===== src/rtl/writeback_queue.sv =====
// -----------------------------------------------------------------------------
// writeback_queue
//
// Small FIFO that buffers results on their way to a register file write port.
// The register file's read cycles normally take priority over draining the
// queue. If the queue stays full and blocked for MAX_STALL cycles, one write is
// forced through. A lookup port lets younger instructions bypass results that
// have not yet reached the register file.
//
// Ports:
//   clk, rst_n          clock, asynchronous active-low reset
//   in_valid/in_ready   producer handshake; push when both are high
//   in_addr, in_data    destination register and value of the offered result
//   rd_req, rd_grant    register-file read request; granted when no write
//   we, Rw, din         register-file write port (head of the queue)
//   hit_addr            bypass lookup address
//   hit, hit_data       youngest queued value for hit_addr (0 when no hit)
//   count               number of valid entries
// -----------------------------------------------------------------------------
module writeback_queue #(
    parameter int DEPTH     = 4,
    parameter int DW        = 64,
    parameter int AW        = 5,
    parameter int MAX_STALL = 8
) (
    input  logic                     clk,
    input  logic                     rst_n,
    input  logic                     in_valid,
    output logic                     in_ready,
    input  logic [AW-1:0]            in_addr,
    input  logic [DW-1:0]            in_data,
    input  logic                     rd_req,
    output logic                     rd_grant,
    output logic                     we,
    output logic [AW-1:0]            Rw,
    output logic [DW-1:0]            din,
    input  logic [AW-1:0]            hit_addr,
    output logic                     hit,
    output logic [DW-1:0]            hit_data,
    output logic [$clog2(DEPTH):0]   count
);

    localparam int PW = $clog2(DEPTH);
    localparam int CW = PW + 1;
    localparam int SW = (MAX_STALL < 1) ? 1 : $clog2(MAX_STALL + 1);

    logic [PW-1:0] wr_ptr_reg, wr_ptr_next;
    logic [PW-1:0] rd_ptr_reg, rd_ptr_next;
    logic [CW-1:0] count_reg, count_next;
    logic [SW-1:0] stall_reg, stall_next;

    logic [AW-1:0] mem_addr [DEPTH];
    logic [DW-1:0] mem_data [DEPTH];

    logic full;
    logic not_empty;
    logic force_wr;
    logic push;
    logic pop;

    // Occupancy flags come from registered state only, so a full queue never
    // accepts in the same cycle it pops.
    assign full      = (count_reg == CW'(DEPTH));
    assign not_empty = (count_reg != '0);
    assign force_wr  = (stall_reg == SW'(MAX_STALL));

    assign in_ready  = !full;
    assign push      = in_valid && in_ready;
    assign we        = not_empty && (!rd_req || force_wr);
    assign pop       = we;
    assign rd_grant  = rd_req && !we;

    assign Rw        = not_empty ? mem_addr[rd_ptr_reg] : '0;
    assign din       = not_empty ? mem_data[rd_ptr_reg] : '0;
    assign count     = count_reg;

    // Storage holds no reset: only count/pointers decide what is valid.
    always_ff @(posedge clk) begin
        if (push) begin
            mem_addr[wr_ptr_reg] <= in_addr;
            mem_data[wr_ptr_reg] <= in_data;
        end
    end

    // Pointers are PW bits wide and DEPTH is a power of two, so the increment
    // wraps from DEPTH-1 to 0 on its own.
    always_comb begin
        wr_ptr_next = wr_ptr_reg;
        rd_ptr_next = rd_ptr_reg;
        count_next  = count_reg;
        if (push) wr_ptr_next = wr_ptr_reg + 1'b1;
        if (pop)  rd_ptr_next = rd_ptr_reg + 1'b1;
        case ({push, pop})
            2'b10:   count_next = count_reg + 1'b1;
            2'b01:   count_next = count_reg - 1'b1;
            default: count_next = count_reg;
        endcase
    end

    // Counts consecutive cycles where the queue is full and the read port
    // won. Reaching MAX_STALL forces one write, which clears it again.
    always_comb begin
        stall_next = stall_reg;
        if (we || !full) begin
            stall_next = '0;
        end else if (rd_req && !force_wr) begin
            stall_next = stall_reg + 1'b1;
        end
    end

    always_ff @(posedge clk or negedge rst_n) begin
        if (!rst_n) begin
            wr_ptr_reg <= '0;
            rd_ptr_reg <= '0;
            count_reg  <= '0;
            stall_reg  <= '0;
        end else begin
            wr_ptr_reg <= wr_ptr_next;
            rd_ptr_reg <= rd_ptr_next;
            count_reg  <= count_next;
            stall_reg  <= stall_next;
        end
    end

    // Bypass lookup, indexed by age: slot gi is the gi-th oldest entry. The
    // head being popped this cycle is still searched.
    logic [DEPTH-1:0] age_match;
    logic [DW-1:0]    age_data [DEPTH];

    genvar gi;
    generate
        for (gi = 0; gi < DEPTH; gi++) begin : g_age
            logic [PW-1:0] idx;
            assign idx           = rd_ptr_reg + PW'(gi);
            assign age_match[gi] = (CW'(gi) < count_reg) && (mem_addr[idx] == hit_addr);
            assign age_data[gi]  = mem_data[idx];
        end
    endgenerate

    // Scan oldest to youngest so the youngest match overrides earlier ones.
    always_comb begin
        hit      = 1'b0;
        hit_data = '0;
        for (int k = 0; k < DEPTH; k++) begin
            if (age_match[k]) begin
                hit      = 1'b1;
                hit_data = age_data[k];
            end
        end
    end

endmodule

===== config.mk =====
export PLATFORM = sky130hd
export DESIGN_NAME = writeback_queue
export DESIGN_NICKNAME = d
export VERILOG_FILES = /design/src/rtl/writeback_queue.sv
export SDC_FILE = /design/constraint.sdc
export NUM_CORES = 1
export LEC_CHECK = 0
export CELL_PAD_IN_SITES_DETAIL_PLACEMENT = 1
export CELL_PAD_IN_SITES_GLOBAL_PLACEMENT = 1
export CORE_UTILIZATION = 46
export CTS_BUF_LIST = sky130_fd_sc_hd__clkbuf_2
export DETAILED_ROUTE_END_ITERATION = 12
export GPL_ROUTABILITY_DRIVEN = 0
export PLACE_DENSITY = 0.81
export SLEW_MARGIN = 15
export SYNTH_ARGS = -nofsm -noshare
export SYNTH_HDL_FRONTEND = slang
export SYNTH_SLANG_ARGS = --single-unit

===== constraint.sdc =====
create_clock -name clk -period 4.3 [get_ports clk]
set_clock_uncertainty 0.2 [all_clocks]
set_input_delay 0.645 -clock clk [delete_from_list [all_inputs] [get_ports clk]]
set_output_delay 0.645 -clock clk [all_outputs]
set_load 0.005 [all_outputs]

; Yosys cells after proc, flatten, opt, wreduce, memory -nomap -nowiden
; Memories as Yosys holds them, arrays and structs flattened.
; Index checks and enable logic that the tools add are counted.
[word_totals]
regBits = 11
ramBits = 276
input_bits = 78
out_inout_bits = 140
word_cells = 57
n_memories = 2
[memory_table]
columns = name, depth, word_bits, rd, rd_clocked_by_memory_dff, wr, line
row1 = mem_data, 4, 64, 4, 0, 1, 53  ; logic [DW-1:0] mem_data [DEPTH];
row2 = mem_addr, 4, 5, 4, 0, 1, 52  ; logic [AW-1:0] mem_addr [DEPTH];
[classes]
addsub = 7
order_cmp = 4
n_eq_ne = 8
n_mux = 15
n_reduce_logical = 17
[op_table]
columns = op, n
row1 = two-way mux 64 bit, 5
row2 = equality test 5 bit, 4
row3 = logical AND 1 bit, 8
row4 = two-way mux 4 bit, 2
row5 = "< comparator 1 x 3 -> 1 bit, first input constant", 2
row6 = "< comparator 2 x 3 -> 1 bit, first input constant", 2
row7 = two-way mux 1 bit, 6
row8 = one-hot mux 3 bit (2 select lines), 1
row9 = two-way mux 5 bit, 1
row10 = "adder 2 x 1 -> 2 bit, second input constant", 2
row11 = "adder 2 bit, second input constant", 2
row12 = "adder 4 x 1 -> 4 bit, second input constant", 1
row13 = "equality test 4 bit, second input constant", 1
row14 = zero test 1 bit, 4
row15 = nonzero test 2 bit, 2
row16 = "adder 3 x 1 -> 3 bit, second input constant", 1
row17 = "equality test 3 bit, second input constant", 1
row18 = nonzero test 3 bit, 1
row19 = "subtractor 3 x 1 -> 3 bit, second input constant", 1
row20 = "equality test 2 x 1 -> 1 bit, second input constant", 1
row21 = "equality test 2 bit, second input constant", 1
row22 = logical OR 1 bit, 2

; Depth between registers and ports, before layout
; Gate-level depths: netlist of the first run.
; An unclocked memory read counts as a cell.
[depth]
word_depth = 7
mapped_depth = 10
depth_no_buf = 9

; Worst setup path after synthesis of the first run
; Ideal clock, no wire load.
[synth_path]
path_type = reg2reg
startpoint = register count_reg[0], in the netlist count[0]
endpoint = memory mem_addr[1][0], enable pin
setup_time_ps = 435
arrival_ps = 2581
required_ps = 3665
setup_slack_ps = 1084
stages_incl_launch_ff = 5
path_buffers = 0
synth_period_minus_slack_ps = 3216
path_cell_list = dfrtp_1 -> inv_1 -> ha_1 -> nand2_1 -> and3_1
[synth_via]
elab_chain_len = 5
[synth_rtl]
columns = element, line
row1 = "start, declared", 49  ; logic [CW-1:0] count_reg, count_next;
row2 = "start signal, assigned", 120  ; count_reg <= count_next;
row3 = equality test 3 bit, 63  ; assign full = (count_reg == CW'(DEPTH));
row4 = zero test 1 bit, 67  ; assign in_ready = !full;
row5 = net in_ready, 29  ; output logic in_ready,
row6 = logical AND 1 bit, 68  ; assign push = in_valid && in_ready;
row7 = two-way mux 1 bit, 79  ; if (push) begin
row8 = two-way mux 1 bit (implied by the code), 80  ; mem_addr[wr_ptr_reg] <= in_addr;
row9 = "end, declared", 52
; The timed path passes the listed nets, and every way through them passes these cells.

; Worst setup path after layout of the first run
[layout_path]
startpoint = register rd_ptr_reg[0]
endpoint = output hit_data[60]
[layout_via]
elab_chain_len = 7
elab_cells_between_ends = 17
classes_between = add/sub (3) / eq/ne (4) / mux (4) / reduce/logical (4) / memory (2)
[layout_rtl]
columns = element, line
row1 = "start, declared", 48  ; logic [PW-1:0] rd_ptr_reg, rd_ptr_next;
row2 = "start signal, assigned", 119  ; rd_ptr_reg <= rd_ptr_next;
row3 = adder 2 x 1 -> 2 bit or memory read (4 x 5 bit) (tied branches), --
row4 = memory read (4 x 5 bit) or equality test 5 bit (tied branches), --
row5 = equality test 5 bit or logical AND 1 bit (tied branches), 135  ; assign age_match[gi] = (CW'(gi) < count_reg) && (mem_addr[idx] == hit_addr);
row6 = logical AND 1 bit or two-way mux 64 bit (tied branches), "135, 145"
row7 = two-way mux 64 bit (2 in a row), 145  ; if (age_match[k]) begin
row8 = two-way mux 64 bit *, 145
row9 = "end, declared", 39  ; output logic [DW-1:0] hit_data,
; Every way passes the cells marked *; elsewhere a longest branch is shown, timed or not.

==> results.py, run 1 <==
metrics = {
    "run_status": {
        "status": "complete, but fails checks",
        "violations": "negative setup slack",
    },
    "clock_tree": {
        "cts_tree": "yes",
        "cts_buffer_depth": 3,
        "root_buffer": "clkbuf_2",
        "clkSinkCount": 287,
        "clock_latency_ns": 0.96,
        "htreeDepth": 3,
        "clkTransAtPathRegs_ns": 0.13,
        "cts_buffers": 75,
    },
    "critical_path": {
        "critPathCaptureType": "output port",
        "timing.rr.start": "count[0]",
        "reg2reg_to": "mem_data[3][55]",
        "rrSetupSlack_ns": 1.34,
        "crit_fanout": 8,
        "arrival_ns": 3.93,
        "cp_data_required_time_ns": 3.45,
        "critPathKind": "reg -> out",
        "start_kind": "flip-flop",
        "worstRegToRegCells": 5,
    },
    "logic_synthesis": {
        "yosysWarningCount": 0,
        "synth_area_leaders": "edfxtp_1 (48%), mux2_2 (8.3%), mux2i_1 (7.4%), nand2_1 (4.2%), a21oi_1 (3.8%)",
        "synthXorXnorAreaFrac": 0.01408,
        "syn_inst": 1640,
        "yosysTopAreaCell": "edfxtp_1",
        "netlist.area_leader.share": 0.4758,
        "yosys.cell_types.count": 32,
        "synth.mux.area_fraction": 0.1827,
        "synthAdderAreaFrac": 0.007901,
        "ys_seq_elements": 287,
        "syn_nets": 1729,
        "synth_top_family_by_area": "multiplexers",
        "synth.most_common_cell": "edfxtp_1",
        "synth-simple-area-share": 0.1220,
        "synth_edf_count": 276,
        "synth_compound_area_frac": 0.1396,
        "ys.flop_type": "edfxtp_1",
        "yosysSeqAreaShare": 0.4916,
        "avgSynthCellArea_um2": 10.62,
        "synth-async-reset-ratio": 0.03833,
        "netlist_area_um2": 17420,
        "synth_common_cells": "edfxtp_1 (276), nand2_1 (196), nor2_1 (133)",
    },
    "global_route": {
        "gr-total-overflow": 0,
        "grt_first_pass_wirelength_um": 98270,
        "grt_max_degree": 130,
        "antenna_found_initial": 12,
        "grt_pass1_vias": 16359,
        "track_usage": 0.3364,
    },
    "drt": {
        "met3WireLength_um": 6776,
        "wl_met2_um": 36640,
        "antenna_left": 0,
        "highest-signal-layer": "met5",
        "post_drt_wl_per_cell_um": 30.58,
        "vias": 16270,
        "drt_iter0_drc": 1572,
        "drt-vias-per-instance": 6.566,
        "drt-total-wl_um": 75770,
        "met1_length_um": 27200,
        "drt_first_pass_iters": 5,
        "drcViolationCount": 0,
    },
    "job": {
        "timing.max_cap.violations": 0,
    },
    "timing": {
        "period_minus_slack_ns": 4.778,
        "hold_viol": 0,
        "slew_violations": 0,
        "layout_setup_ws_ns": -0.4784,
        "fmax_mhz": 209.3,
        "finalCritPeriodShare": 1.111,
        "hold_slack_ns": 0.1172,
        "relSlewSlack": 0.4505,
        "tightest_slew_ns": 0.8243,
        "rsz0062_at_grt": "true",
        "setup_viol": 70,
    },
    "hold_path": {
        "holdPathEnd": "mem_addr[0][1]",
        "holdPathStages": 1,
        "hold_path_class": "in -> reg",
        "hold_start": "in_addr[1]",
    },
    "die": {
        "core_um2": 36960,
        "placementRows": 70,
        "die_area_um2": 38650,
        "start_util": 0.4713,
        "ios": 218,
        "die-height_um": 196.6,
        "die_w_um": 196.6,
    },
    "place": {
        "io_buffer_count": 217,
        "hpwl_um": 32860,
        "dp.cells": 2252,
        "dpl-instance-area_um2": 20110,
    },
    "finish": {
        "largest_register_ff_count": 256,
        "syn2layout_area_growth_pct": 38.17,
        "instances_no_fill": 2478,
        "finalNetCount": 2006,
        "n_fill_cell": 3744,
        "drive_above_1_share": 0.3527,
        "fin_area_um2": 24070,
        "seq_area_um2": 8571,
        "multi_input_area_um2": 10080,
        "fin_util": 0.6513,
    },
    "power": {
        "p_per_area_nw_per_um2": 738.2,
        "leakagePower_uw": 0.008473,
        "ir_drop_mv": 0.4188,
        "fin_total_pwr_uw": 17770,
    },
}
[critical path: stages, from the launching register on]
cell,delay [ns]
dfrtp_4,0.54
buf_12,0.16
buf_12,0.12
mux4_2,0.46
xnor2_2,0.18
nand4_1,0.16
buf_6,0.19
or2_4,0.37
buf_16,0.21
a31oi_2,0.19
o221ai_1,0.17
buf_2,0.20
[per-layer routing]
layer  up-vias  global-route usage
li1       6783                   -
met1      8086              0.4040
met2      1059              0.5739
met3       336             0.06348
met4         6              0.1786
met5         -                   0
[where the power goes]
part / switching, µW / total, µW / internal, µW
logic: 6810 / 11800 / 5010
registers: 351 / 4050 / 3690
clock network: 1240 / 1910 / 668
[area by class of cell]
cell class                      instances  area share
Timing Repair Buffer                  355      0.1707
Clock buffer                           95     0.01975
Clock inverter                         30    0.006238
Multi-Input combinational cell       1190      0.4189
Antenna cell                            9   0.0009356
Sequential cell                       287      0.3561
Tap cell                              504     0.02620
Inverter                                8    0.001248
[timing repair]
item,4_1_cts,5_1_grt
resized for setup,407,242
cloned,24,12
hold buffers,1,0
setup endpoints to repair,129,109
buffers inserted,40,22
hold endpoints to repair,11,0
pin swaps,54,102
[through the flow]
stage / TNS (ns) / setup WS [ns]
global placement: 0 / 0.1642
finish: -23.22 / -0.4784
CTS: -20.69 / -0.3994
global route: -30.10 / -0.5537
floorplan: 0 / 1.084
detailed placement: 0 / 0.09593
[cell families after synthesis]
group,count (synthesis)
AO/OA/AOI/OAI,390
AND/OR/NAND/NOR,483
multiplexers,277
adder cells (fa/ha/maj),11
buffers and inverters,164
XOR/XNOR,28
flip-flops,287
[worst max path at each step]
stage,start,to,slack [ns],cells after the start
2_1_floorplan,count[0],mem_addr[1][0],1.08,4
3_3_place_gp,hit_addr[1],hit_data[0],0.16,8
3_5_place_dp,rd_ptr_reg[0],hit_data[38],0.1,8
4_1_cts,rd_ptr_reg[0],hit_data[62],-0.40,13
5_1_grt,rd_ptr_reg[0],hit_data[60],-0.55,11
6_report,rd_ptr_reg[0],hit_data[60],-0.48,11
[placed cells by master (no fill, tap or decap), types with 3 or more instances in the layout]
cell type and count:
a21oi_1 88, a21oi_2 43, a31oi_2 9, a31oi_4 54
and3_4 4, buf_12 33, buf_16 22, buf_2 61
buf_4 43, buf_6 21, buf_8 5, clkbuf_16 11
clkbuf_2 98, clkdlybuf4s50_1 151, clkinv_1 20, clkinv_2 6
dfrtp_1 9, diode_2 9, edfxtp_1 276, ha_1 11
inv_1 8, mux2_2 128, mux2i_1 129, mux4_2 20
nand2_1 196, nand4_1 5, nor2_1 133, nor2b_1 64
nor2b_2 6, nor3_1 27, nor3_2 37, nor3_4 4
o211ai_1 64, o21ai_0 66, o221ai_2 47, o221ai_4 15
or2_4 3, xnor2_1 12, xnor2_2 9, xor2_1 5
Note: power is estimated with default switching activity, not from simulation.
==> run 2, diff against run 1 <==
==> constraint.sdc (replaced) <==
create_clock -name clk -period 4.51 [get_ports clk]
set_clock_uncertainty 0.2 [all_clocks]
set_input_delay 0.6765 -clock clk [delete_from_list [all_inputs] [get_ports clk]]
set_output_delay 0.6765 -clock clk [all_outputs]
set_load 0.005 [all_outputs]
==> run 2 against run 1 <==
The flow still finishes with violations (negative setup slack). Sequential share of layout area up 1.3 points. Sequential power down 5.7%. Utilization down 2.3 points.
==> results.py, run 2 (synthesized netlist as in run 1, its figures left out) <==
metrics = {
    "run_status": {
        "status": "complete, but fails checks",
        "violations": "negative setup slack",
    },
    "die": {
        "ios": 218,
        "placementRows": 70,
        "die_w_um": 196.6,
        "die_area_um2": 38650,
        "core_um2": 36960,
        "die-height_um": 196.6,
        "start_util": 0.4713,
    },
    "power": {
        "leakagePower_uw": 0.008279,
        "fin_total_pwr_uw": 16030,
        "ir_drop_mv": 0.3655,
        "p_per_area_nw_per_um2": 690.2,
    },
    "critical_path": {
        "timing.rr.start": "count[0]",
        "crit_chain": "buf_6 > mux4_2 > xnor2_2 > nand4_1 > buf_6 > buf_12 > nor3_1 > a31oi_4 > o221ai_2 > buf_2",
        "reg2reg_to": "mem_data[1][54]",
        "critPathCaptureType": "output port",
        "cp_data_required_time_ns": 3.63,
        "arrival_ns": 3.79,
        "crit_fanout": 37,
        "start_kind": "flip-flop",
        "path_common_cell": "buf_6",
        "slowest_delay_ns": 0.55,
        "crit_slowest_cell": "mux4_2",
        "worstRegToRegCells": 5,
        "rrSetupSlack_ns": 1.63,
        "crit_path_end": "hit_data[0]",
        "critPathKind": "reg -> out",
        "crit_start": "rd_ptr_reg[0]",
    },
    "global_route": {
        "busiest_layer": "met2",
        "grt_max_degree": 117,
        "use_met1": 0.3796,
        "gr-total-overflow": 0,
        "grtUsageMet3": 0.05869,
        "met2_usage": 0.5609,
        "grt_first_pass_wirelength_um": 94250,
        "antenna_found_initial": 6,
        "track_usage": 0.3212,
        "grt_pass1_vias": 16146,
    },
    "place": {
        "hpwl_um": 30960,
        "dp.cells": 2239,
        "dpl-instance-area_um2": 20030,
        "io_buffer_count": 217,
    },
    "timing": {
        "timing.setup.tns_ns": -4.335,
        "setup_viol": 52,
        "layout_setup_ws_ns": -0.1603,
        "hold_viol": 0,
        "tightest_slew_ns": 0.8083,
        "relSlewSlack": 0.4612,
        "fmax_mhz": 214.1,
        "finalCritPeriodShare": 1.036,
        "rsz0062_at_grt": "true",
        "period_minus_slack_ns": 4.670,
        "slew_violations": 0,
    },
    "finish": {
        "drive_above_1_share": 0.3156,
        "fin_area_um2": 23230,
        "largest_register_ff_count": 256,
        "instances_no_fill": 2465,
        "syn2layout_area_growth_pct": 33.34,
        "final_common_cell": "edfxtp_1",
        "finalNetCount": 1993,
        "layout_common_cells": "edfxtp_1 (276), nand2_1 (196), clkdlybuf4s50_1 (152)",
    },
    "drt": {
        "drt_iter0_drc": 1268,
        "drt-total-wl_um": 66680,
        "drt_first_pass_iters": 5,
        "vias": 15511,
        "drt-vias-per-instance": 6.292,
        "drcViolationCount": 0,
        "antenna_left": 0,
        "post_drt_wl_per_cell_um": 27.05,
    },
    "clock_tree": {
        "clock_latency_ns": 0.92,
        "cts_buffers": 77,
        "cts_buffer_depth": 3,
        "root_buffer": "clkbuf_2",
        "clkSinkCount": 287,
        "clkTransAtPathRegs_ns": 0.11,
        "htreeDepth": 3,
        "cts_tree": "yes",
    },
    "job": {
        "timing.max_cap.violations": 0,
    },
    "hold_path": {
        "hold_path_class": "in -> reg",
    },
}
[run 2: power breakdown]
part | internal, µW | switching (µW) | total (µW)
logic | 4610 | 5810 | 10400
clock network | 646 | 1140 | 1790
registers | 3520 | 300 | 3820
[run 2: final cells by class]
class                   count  area (µm²)
fillers                  3839       13730
multi-input cells        1189        9422
flip-flops and latches    287        8571
repair buffers            341        3930
well taps                 504       630.6
clock buffers             110       550.5
clock inverters            20       80.08
inverters                   8       30.03
diodes                      6       15.01
[run 2: critical path, delay by kind of cell (launching register included)]
| kind | cells | cell delay, ns |
|---|---|---|
| AO/OA/AOI/OAI | 2 | 0.26 |
| multiplexers | 1 | 0.55 |
| flip-flops | 1 | 0.53 |
| buffers and inverters | 4 | 0.66 |
| AND/OR/NAND/NOR | 2 | 0.62 |
| XOR/XNOR | 1 | 0.22 |
[run 2: through the flow]
stage / worst slack (ns) / hold WS [ns] / util
after floorplan: 1.294 / 0.1809 / -
after global placement: 0.2586 / 0.2824 / 0.5418
after detailed placement: 0.1959 / 0.3073 / 0.5418
after CTS: -0.1702 / 0.09135 / 0.6041
after global routing: -0.2963 / 0.1088 / 0.6283
final: -0.1603 / 0.1786 / 0.6285
[run 2: per-layer routing]
layer,vias up,share of wire
met5,-,0.00013
met4,2,0.047
met3,213,0.070
met2,721,0.50
met1,7820,0.39
li1,6755,-
[run 2: how the worst min path moves through the flow]
| stage | startpoint | depth (start not counted) | end | slack [ns] |
|---|---|---|---|---|
| after floorplan | rst_n | 0 | count[0] | 0.18 |
| after global placement | stall_reg[0] | 1 | stall_reg[0] | 0.28 |
| after detailed placement | stall_reg[0] | 1 | stall_reg[0] | 0.31 |
| after CTS | in_data[13] | 1 | mem_data[3][13] | 0.09 |
| after global routing | in_data[8] | 1 | mem_data[1][8] | 0.11 |
| final | in_data[57] | 1 | mem_data[3][57] | 0.18 |
[run 2: repair_timing]
action,in CTS,in global routing
resized for setup,354,163
hold buffers,1,0
buffers inserted,42,27
setup endpoints to repair,120,109
hold endpoints to repair,11,0
cloned,24,4
pin swaps,43,27
==> run 3, diff against run 2 <==
--- a/config.mk
+++ b/config.mk
@@ -7,11 +7,11 @@
 export LEC_CHECK = 0
 export CELL_PAD_IN_SITES_DETAIL_PLACEMENT = 1
 export CELL_PAD_IN_SITES_GLOBAL_PLACEMENT = 1
-export CORE_UTILIZATION = 46
-export CTS_BUF_LIST = sky130_fd_sc_hd__clkbuf_2
+export CORE_UTILIZATION = 45
+export CTS_BUF_LIST = sky130_fd_sc_hd__clkbuf_4 sky130_fd_sc_hd__clkbuf_8 sky130_fd_sc_hd__clkbuf_16
 export DETAILED_ROUTE_END_ITERATION = 12
 export GPL_ROUTABILITY_DRIVEN = 0
-export PLACE_DENSITY = 0.81
+export PLACE_DENSITY = 0.8
 export SLEW_MARGIN = 15
 export SYNTH_ARGS = -nofsm -noshare
 export SYNTH_HDL_FRONTEND = slang
==> run 3 against run 2 <==
The run still ends with negative setup slack left. First-iteration DRC count fell by 35%. Routed wire length fell by 16%. Worst hold slack improved by 0.13 ns. Critical path depth did not move. Via count fell by 9.5%. Clock-buffer cell count fell by 63. Sequential power barely moved. Final area fell by 5.9%. Global-route usage fell by 5.3 points. Sequential share of layout area rose by 2.3 points. Total power fell by 5.1%. Register-to-register slack improved by 0.09 ns. Largest power group unchanged.
==> results.py, run 3 (synthesized netlist as in run 1, its figures left out) <==
metrics = {
    "run_status": {
        "status": "complete, but fails checks",
        "violations": "negative setup slack",
    },
    "global_route": {
        "grt_first_pass_wirelength_um": 81880,
        "gr-total-overflow": 0,
        "antenna_found_initial": 2,
        "track_usage": 0.2681,
        "grt_max_degree": 273,
        "grt_pass1_vias": 14685,
    },
    "die": {
        "die-height_um": 198.8,
        "die_area_um2": 39500,
        "core_um2": 37840,
        "die_w_um": 198.8,
        "start_util": 0.4603,
        "placementRows": 71,
        "ios": 218,
    },
    "critical_path": {
        "cp_data_required_time_ns": 3.63,
        "slowest_delay_ns": 0.57,
        "crit_fanout": 26,
        "path_common_cell": "buf_8",
        "start_kind": "flip-flop",
        "cp_top_family": "buffers and inverters",
        "critPathKind": "reg -> out",
        "arrival_ns": 3.69,
        "crit_chain": "buf_8 > mux4_2 > xnor2_1 > nand4_1 > buf_4 > buf_8 > nor3_1 > a31oi_2 > o221ai_2 > clkdlybuf4s50_1",
        "crit_slowest_cell": "clkdlybuf4s50_1",
        "critPathCaptureType": "output port",
        "path_buf_inv": 4,
    },
    "drt": {
        "vias": 14035,
        "drt-total-wl_um": 56260,
        "drcViolationCount": 0,
        "drt-vias-per-instance": 6.050,
        "post_drt_wl_per_cell_um": 24.25,
        "antenna_left": 0,
        "drt_first_pass_iters": 5,
        "drt_iter0_drc": 819,
    },
    "finish": {
        "drive_above_1_share": 0.1650,
        "n_fill_cell": 3965,
        "layout_common_cells": "edfxtp_1 (276), nand2_1 (196), clkdlybuf4s50_1 (177)",
        "largest_register_ff_count": 256,
        "fin_area_um2": 21850,
        "final_common_cell": "edfxtp_1",
        "finalNetCount": 1872,
        "fin_util": 0.5774,
        "syn2layout_area_growth_pct": 25.43,
    },
    "place": {
        "hpwl_um": 31510,
        "io_buffer_count": 217,
        "post-place-ws_ns": 0.2307,
        "dpl-instance-area_um2": 19990,
    },
    "clock_tree": {
        "cts_buffers": 34,
        "clkTransAtPathRegs_ns": 0.06,
        "clock_latency_ns": 0.50,
        "root_buffer": "clkbuf_16",
        "cts_tree": "yes",
        "clkSinkCount": 287,
        "cts_buffer_depth": 3,
        "htreeDepth": 2,
    },
    "timing": {
        "hold_viol": 0,
        "hold_slack_ns": 0.3123,
        "relSlewSlack": 0.1697,
        "finalCritPeriodShare": 1.012,
        "period_minus_slack_ns": 4.564,
        "rsz0062_at_grt": "true",
        "slew_violations": 0,
        "layout_setup_ws_ns": -0.05385,
        "setup_viol": 4,
        "tightest_slew_ns": 1.246,
        "fmax_mhz": 219.1,
    },
    "power": {
        "leakagePower_uw": 0.008093,
        "p_per_area_nw_per_um2": 696.7,
        "ir_drop_mv": 0.6514,
    },
    "job": {
        "timing.max_cap.violations": 0,
    },
    "hold_path": {
        "hold_path_class": "reg -> reg",
    },
}
## run 3: worst register-to-register path, delay by kind of cell, from the launching register on
family                     cells  cell delay [ns]
xor gates and xnor gates       1             0.15
buffers and inverters          1             0.14
muxes                          1             0.30
and+or+nand+nor                2             0.25
DFF                            1             0.49
adders and majority gates      2             0.62
AOI/OAI and AO/OA              1             0.51
## run 3: stage by stage
| step | total power [µW] | TNS (ns) | std cells |
|---|---|---|---|
| 6_report | 15220 | -0.1219 | 2320 |
| 5_1_grt | 16050 | -0.9998 | 2319 |
| 2_1_floorplan | 8953 | 0 | 1640 |
| 3_5_place_dp | 12080 | 0 | 2236 |
| 4_1_cts | 14940 | 0 | 2309 |
| 3_3_place_gp | 11740 | 0 | 2236 |
## run 3: worst paths after layout
kind / from / to / slack [ns] / depth (start not counted)
worst max-delay path: rd_ptr_reg[0] / hit_data[41] / -0.05 / 10
worst min-delay path: stall_reg[0] / stall_reg[0] / 0.31 / 1
worst max register to register: count[0] / count[2] / 1.72 / 8
worst min register to register: stall_reg[0] / stall_reg[0] / 0.31 / 1
max in group asynchronous: rst_n / rd_ptr_reg[0] / 3.32 / 1
min in group asynchronous: rst_n / stall_reg[2] / 0.35 / 1
## run 3: layout make-up
type / count / area [µm²] / share of cell area
clock buffers: 47 / 1001 / 0.04581
well taps: 511 / 639.4 / 0.02926
inverters: 8 / 30.03 / 0.001374
diodes: 3 / 7.507 / 0.0003436
flip-flops and latches: 287 / 8571 / 0.3922
repair buffers: 263 / 3069 / 0.1405
multi-input cells: 1189 / 8451 / 0.3867
clock inverters: 12 / 82.58 / 0.003779
## run 3: repair_timing
action,4_1_cts,5_1_grt
hold buffers,0,0
hold endpoints to repair,0,0
cloned,2,5
pin swaps,3,9
resized for setup,8,96
endpoints found under the setup margin,65,65
setup buffers,12,3
## run 3: where the power goes
| part | leakage, µW | switching (µW) | internal, µW |
|---|---|---|---|
| clock network | 0.000541 | 1050 | 1610 |
| registers | 0.00266 | 297 | 3530 |
| logic | 0.00489 | 4840 | 3900 |
| total | 0.00809 | 6190 | 9040 |
## run 3: routing by layer
layer  vias up  track usage  wire length [µm]  part of all wire
li1       6456            -                 -                 -
met1      7037       0.3262             22760              0.40
met2       447       0.4843             29070              0.52
met3        95      0.04001              3023             0.054
met4         0      0.08632              1396             0.025
met5         -            0                 0                 0
